[src/rtl/ser_pkg.sv]
// Shared constants and state encoding for the ALU bit serializer.
package ser_pkg;

    localparam int WIDTH = 8;
    localparam int SEL_W = 3;

    typedef enum logic [1:0] {
        IDLE   = 2'b00,
        SHIFT  = 2'b01,
        PARITY = 2'b10
    } state_e;

    localparam logic [SEL_W-1:0] LAST_BEAT = 3'd7;

endpackage

[src/rtl/bit_sel8.sv]
// Combinational 8:1 bit selector fed by the serializer's select output.
module bit_sel8 (
    input  logic [7:0] word,
    input  logic [2:0] sel,
    output logic       bit_o
);

    assign bit_o = word[sel];

endmodule

[src/rtl/alu_bit_serializer.sv]
// Serializes an 8-bit ALU result through an 8:1 bit selector onto a valid/ready stream.
// Define SER_PARITY_EN to append an even-parity beat after the eight data beats.
module alu_bit_serializer
    import ser_pkg::*;
#(
    parameter int WIDTH = ser_pkg::WIDTH,
    parameter int SEL_W = ser_pkg::SEL_W
) (
    input  logic             clk,
    input  logic             rst,
    input  logic             load_valid,
    output logic             load_ready,
    input  logic [WIDTH-1:0] data_in,
    input  logic             msb_first,
    input  logic             ser_ready,
    output logic             ser_valid,
    output logic             ser_out,
    output logic             ser_last,
    output logic [SEL_W-1:0] sel,
    output logic             busy
);

    localparam logic [SEL_W-1:0] SEL_ONE = 1;

    state_e           state_q;
    logic [WIDTH-1:0] word_q;
    logic             dir_q;
    logic [SEL_W-1:0] sel_q;
    logic [SEL_W-1:0] sel_d;
    logic [SEL_W-1:0] cnt_q;
    logic             selBit;

    bit_sel8 u_bit_sel8 (
        .word  (word_q),
        .sel   (sel_q),
        .bit_o (selBit)
    );

    // Modulo-8 step; the wrap after the final beat is never observed in SHIFT.
    assign sel_d = dir_q ? (sel_q - SEL_ONE) : (sel_q + SEL_ONE);

    always_ff @(posedge clk or posedge rst) begin
        if (rst) begin
            state_q <= IDLE;
            word_q  <= '0;
            dir_q   <= 1'b0;
            sel_q   <= '0;
            cnt_q   <= '0;
        end else begin
            case (state_q)
                IDLE: begin
                    if (load_valid) begin
                        word_q  <= data_in;
                        dir_q   <= msb_first;
                        sel_q   <= msb_first ? '1 : '0;
                        cnt_q   <= '0;
                        state_q <= SHIFT;
                    end
                end
                SHIFT: begin
                    if (ser_ready) begin
                        sel_q <= sel_d;
                        cnt_q <= cnt_q + SEL_ONE;
                        if (cnt_q == LAST_BEAT) begin
`ifdef SER_PARITY_EN
                            state_q <= PARITY;
`else
                            state_q <= IDLE;
`endif
                        end
                    end
                end
`ifdef SER_PARITY_EN
                PARITY: begin
                    if (ser_ready) begin
                        state_q <= IDLE;
                    end
                end
`endif
                default: state_q <= IDLE;
            endcase
        end
    end

    // All stream outputs decode registered state only, so no input reaches them combinationally.
    assign load_ready = (state_q == IDLE);
    assign busy       = (state_q != IDLE);
    assign ser_valid  = (state_q != IDLE);
    assign sel        = sel_q;

`ifdef SER_PARITY_EN
    assign ser_out  = ((state_q == SHIFT) && selBit) || ((state_q == PARITY) && (^word_q));
    assign ser_last = (state_q == PARITY);
`else
    assign ser_out  = (state_q == SHIFT) && selBit;
    assign ser_last = (state_q == SHIFT) && (cnt_q == LAST_BEAT);
`endif

endmodule

[config.mk]
export PLATFORM = sky130hd
export DESIGN_NAME = alu_bit_serializer
export DESIGN_NICKNAME = d
export VERILOG_FILES = /design/src/rtl/ser_pkg.sv /design/src/rtl/bit_sel8.sv /design/src/rtl/alu_bit_serializer.sv
export SDC_FILE = /design/constraint.sdc
export NUM_CORES = 1
export LEC_CHECK = 0
export CORE_MARGIN = 2
export CORE_UTILIZATION = 35
export CTS_CLUSTER_SIZE = 16
export DETAILED_ROUTE_END_ITERATION = 7
export PLACE_DENSITY = 0.7
export RECOVER_POWER = 25
export SLEW_MARGIN = 20
export SYNTH_ARGS = -nofsm -noshare
export SYNTH_HDL_FRONTEND = slang
export SYNTH_SLANG_ARGS = --single-unit
[constraint.sdc]
create_clock -name clk -period 3.65 [get_ports clk]
set_input_delay 1.095 -clock clk [delete_from_list [all_inputs] [get_ports clk]]
set_output_delay 1.095 -clock clk [all_outputs]
set_load 0.01 [all_outputs]
Word-level counts from Yosys, hierarchy flattened
Index checks and enable logic that the tools add are counted.

Add/sub/neg operators: 3. Magnitude comparators: 1. Equality and inequality tests: 5. Muxes and demuxes: 14. Reductions and logical operators: 8.

Operator list (count): 3-bit 2-to-1 mux (6); 3-bit case mux with 2 select lines (2); 3-bit by 1-bit adder with 3-bit output (second input constant) (2); 2-bit 2-to-1 mux (3); 2-bit != test (second input constant) (3); 3-bit AND reduction (2); 3-bit by 4-bit less-than comparator with 1-bit output (second input constant) (1); 2-bit case mux with 2 select lines (1); 2-bit nonzero test (2); 1-bit binary-select mux with 3-bit select (1); 3-bit equality test (second input constant) (1); 3-bit by 1-bit subtractor with 3-bit output (second input constant) (1); 2-bit by 1-bit equality test with 1-bit output (second input constant) (1); 1-bit logical AND (2); 2-bit logical NOT (1); 2-bit AND reduction (1); 1-bit 2-to-1 mux (1).

Register bits: 17. Bits of input ports: 13. Output and inout port bits: 8. Word-level logic and storage cells: 36.

Depth between registers and ports, before layout
Gate-level depths: netlist of the first run.

Depth after elaboration: 4. Depth in mapped cells: 5. Mapped depth without buffers: 5.

Modules after synthesis
A second synthesis of the first run with hierarchy kept.

Cell total of the unflattened synthesis: 66. Area, all modules: 884.6 um2.

By module, submodules not included: alu_bit_serializer (times used 1, cells each 63, area an instance 820.8 um2, sequential area each 400.4 um2); bit_sel8 (times used 1, cells each 3, area an instance 63.8 um2, sequential area each 0.0 um2).

Least setup slack after synthesis of the first run
No wires, ideal clock.

Path type: register -> output. Start: register sel_q[0], in the netlist sel[0]. End: output port ser_out. Arrival: 1249 ps. Data required time: 2555 ps. Setup slack: 1306 ps. Cell stages (with the launch flop): 4. Buffers on the path: 0. Cells stage by stage: dfrtp_1 -> mux4_2 -> nand2b_1 -> o311a_1.

Word-level cells in the longest chain between the ends: 3.

Ends and longest elaborated chain: start: declaration (line alu_bit_serializer.sv:28) `logic [SEL_W-1:0] sel_q;`; start signal: assignment (line alu_bit_serializer.sv:55) `sel_q <= msb_first ? '1 : '0;`; start signal: assignment (line alu_bit_serializer.sv:62) `sel_q <= sel_d;`; 1-bit binary-select mux with 3-bit select (line bit_sel8.sv:8) `assign bit_o = word[sel];`; 1-bit 2-to-1 mux (implied by the code) (line bit_sel8.sv:8); 1-bit logical AND (line alu_bit_serializer.sv:95) `assign ser_out = (state_q == SHIFT) && selBit;`; end: declaration (line alu_bit_serializer.sv:17) `output logic ser_out,`.

Every way passes these cells. The select of a mux whose other input is x is not followed.

Final worst setup path of the first run
Ends and elaborated chain as after synthesis.

==> results of run 1 <==
-- worst register-to-register path, cell delays in order, from the launching register on --
cell and delay (ps):
dfrtp_1 470, inv_1 120, fa_1 440, xnor2_1 190
a21o_1 150, nand3_1 70
-- cells by family after synthesis --
logic type / share of synthesized area (%)
simple gates: 8.04
buf+inv: 5.16
mux: 21.1
fa+ha+maj: 5.46
xor+xnor: 2.12
compound gates: 9.56
flops: 48.6
-- power breakdown --
part	leakage, nW	switching (mW)	total, mW	internal, mW
clock network	0.0138	0.0526	0.0908	0.0382
logic	0.277	0.141	0.372	0.232
registers	0.190	0.0797	0.342	0.262
total	0.481	0.273	0.805	0.532
-- sequential cells by signal, indices dropped and copies added (netlist names) --
signal and cells:
word_q 8, cnt_q 3, sel 3, dir_q 1, state_q 1
-- cells in the mapped netlist, drive strengths merged --
cell type / number
ha: 2
nor2b: 1
nand2b: 1
inv: 5
xnor2: 1
mux2: 9
o21ai: 5
buf: 3
a21oi: 1
a31oi: 1
clkbuf: 1
nand4b: 1
nor2: 2
xor2: 1
nand2: 7
mux4: 1
fa: 1
dfrtp: 16
a21o: 1
o311a: 1
a22oi: 1
a32o: 1
nand3: 1
and2: 1
mux2i: 5
o211ai: 1
-- placed cells by master (no fill, tap or decap), types with 2 or more instances in the layout --
cell and count:
clkbuf_4 3, clkdlybuf4s50_1 19, dfrtp_1 16, ha_1 2, inv_1 5, mux2_2 9
mux2i_1 5, nand2_1 7, nor2_1 2, o21ai_0 5
-- path summary, 6_finish.rpt --
path	start	to	cells after the start
hold / removal	cnt_q[1]	cnt_q[1]	1
max in group asynchronous	rst	word_q[0]	2
hold reg to reg	cnt_q[1]	cnt_q[1]	1
setup / recovery	sel[0]	ser_out	4
min in group asynchronous	rst	sel[0]	2
setup reg to reg	sel[0]	sel[2]	5
-- layer usage --
layer,GRT usage (%),up-vias,routed length (um)
met5,0,-,0
met1,17.1,281,743
met3,6.29,0,110
li1,-,292,-
met4,1.28,0,0
met2,21.3,18,679
-- cell type report --
cell class,count,area [um2],share of cell area (%)
Clock buffer,3,22.5,2.11
Inverter,5,18.8,1.76
Multi-Input combinational cell,46,382,35.8
Sequential cell,16,400,37.6
Tap cell,28,35.0,3.29
Timing Repair Buffer,21,208,19.5
-- per-stage QoR --
stage	total power [mW]	instance area, um2
2_1_floorplan	0.581	825
3_3_place_gp	0.713	1040
3_5_place_dp	0.720	1040
4_1_cts	0.818	1070
5_1_grt	0.887	1070
6_report	0.805	1070
==> impl_metrics.toml, run 1 <==
[die]
dieHeight_um = 52.5
die_w_um = 52.5
dieArea_um2 = 2760
io_pins = 21
coreArea_um2 = 2210
rows = 17
start_util_pct = 37.3

[layout]
fill_cells = 228
fin_cells = 119
layout.nets = 109
final_core_util_pct = 48.2
drive_gt1_share_pct = 15.4
area_growth_pct = 29.3
antenna_cells = 0

[setup_path]
critPathKind = "flop to output pin"
cp_top_family = "multiplexers"
cp_max_fo = 6
slowest_delay_ps = 520
regToRegSetupSlack_ps = 2100
cp_slowest_cell = "mux4_2"
crit_buf_inv = 1
cp.arrival_ps = 2010
cp_cell_sequence = "mux4_2, nand2b_1, o311a_1, clkdlybuf4s50_1"
crit_path_end_kind = "output pin"
worstPathRequired_ps = 2550
critPathLaunchType = "flop"

[cts]
numCtsBuffers = 3
clkTransAtPathRegs_ps = 90
postCtsSetupBuffers = 0
cts_resized = 0
cts_tree = "built"
clk_latency_ps = 280
cts_sinks = 16
cts_root_buffer = "clkbuf_4"
htreeDepth = 1
cts_hold_buffers = 0
cts_buffer_depth = 2

[detailed_routing]
vias = 591
antenna_left = 0
routed_wl_mm = 1.53
drtIter0Drc = 5
wire_per_inst_um = 12.9
dr.pass1.iters = 4
drc = 0
vias_per_cell = 4.97

[run_status]
status = "finished clean"

[grt]
grt_antenna_before_repair = 0
grt_start_max_net_pins = 17
grt_pass1_vias = 610
grt.total_usage_pct = 13.4
grt_pass1_wl_mm = 2.68
grt_overflow = 0

[sta]
max_freq_mhz = 322
slew_violations = 0
fin_crit_ps = 3110
layout_setup_ws_ps = 540
finalSetupTns_ps = 0
tightest_slew_ps = 599
setup_violations = 0
hold_viol = 0
fin_skew_ps = 4.17
period_share_pct = 85.2
max_slew_margin_pct = 60.1
hold_ws_ps = 506
rsz0062_at_grt = "false"

[place]
routabilityCongestion = 0.714
dpl.cell_count = 116
port_buffers = 20
dp_slack_ps = 863
hpwl_mm = 1.11

[logic_synthesis]
yosys.area.top_type = "dfrtp_1"
synth_area_leaders = "dfrtp_1 (49%), mux2_2 (12%), mux2i_1 (6.1%)"
synth_fp_nets = 87
synth_cells = 71
syn_avg_cell_area_um2 = 11.6
synth_area_um2 = 825
synth_top_area_share_pct = 48.6
yosysUniqueCellTypes = 27
synth_seq_cells = 16
ys_seq_area_share_pct = 48.6
ys_warn_count = 0

[run]
drv_cap = 0

[power]
ir_drop_mv = 0.461
power_density_nw_per_um2 = 755
leakage_nw = 0.481

[hold_path]
hold_path_class = "flop to flop"
No activity file was read; power rests on OpenSTA's default activity.
==> run 2: changes to the inputs <==
--- a/config.mk
+++ b/config.mk
@@ -5,6 +5,7 @@
 export SDC_FILE = /design/constraint.sdc
 export NUM_CORES = 1
 export LEC_CHECK = 0
+export CAP_MARGIN = 20
 export CORE_MARGIN = 2
 export CORE_UTILIZATION = 35
 export CTS_CLUSTER_SIZE = 16
==> results of run 2 <==
No change in the layout: final DEF, timing and power equal those of run 1.
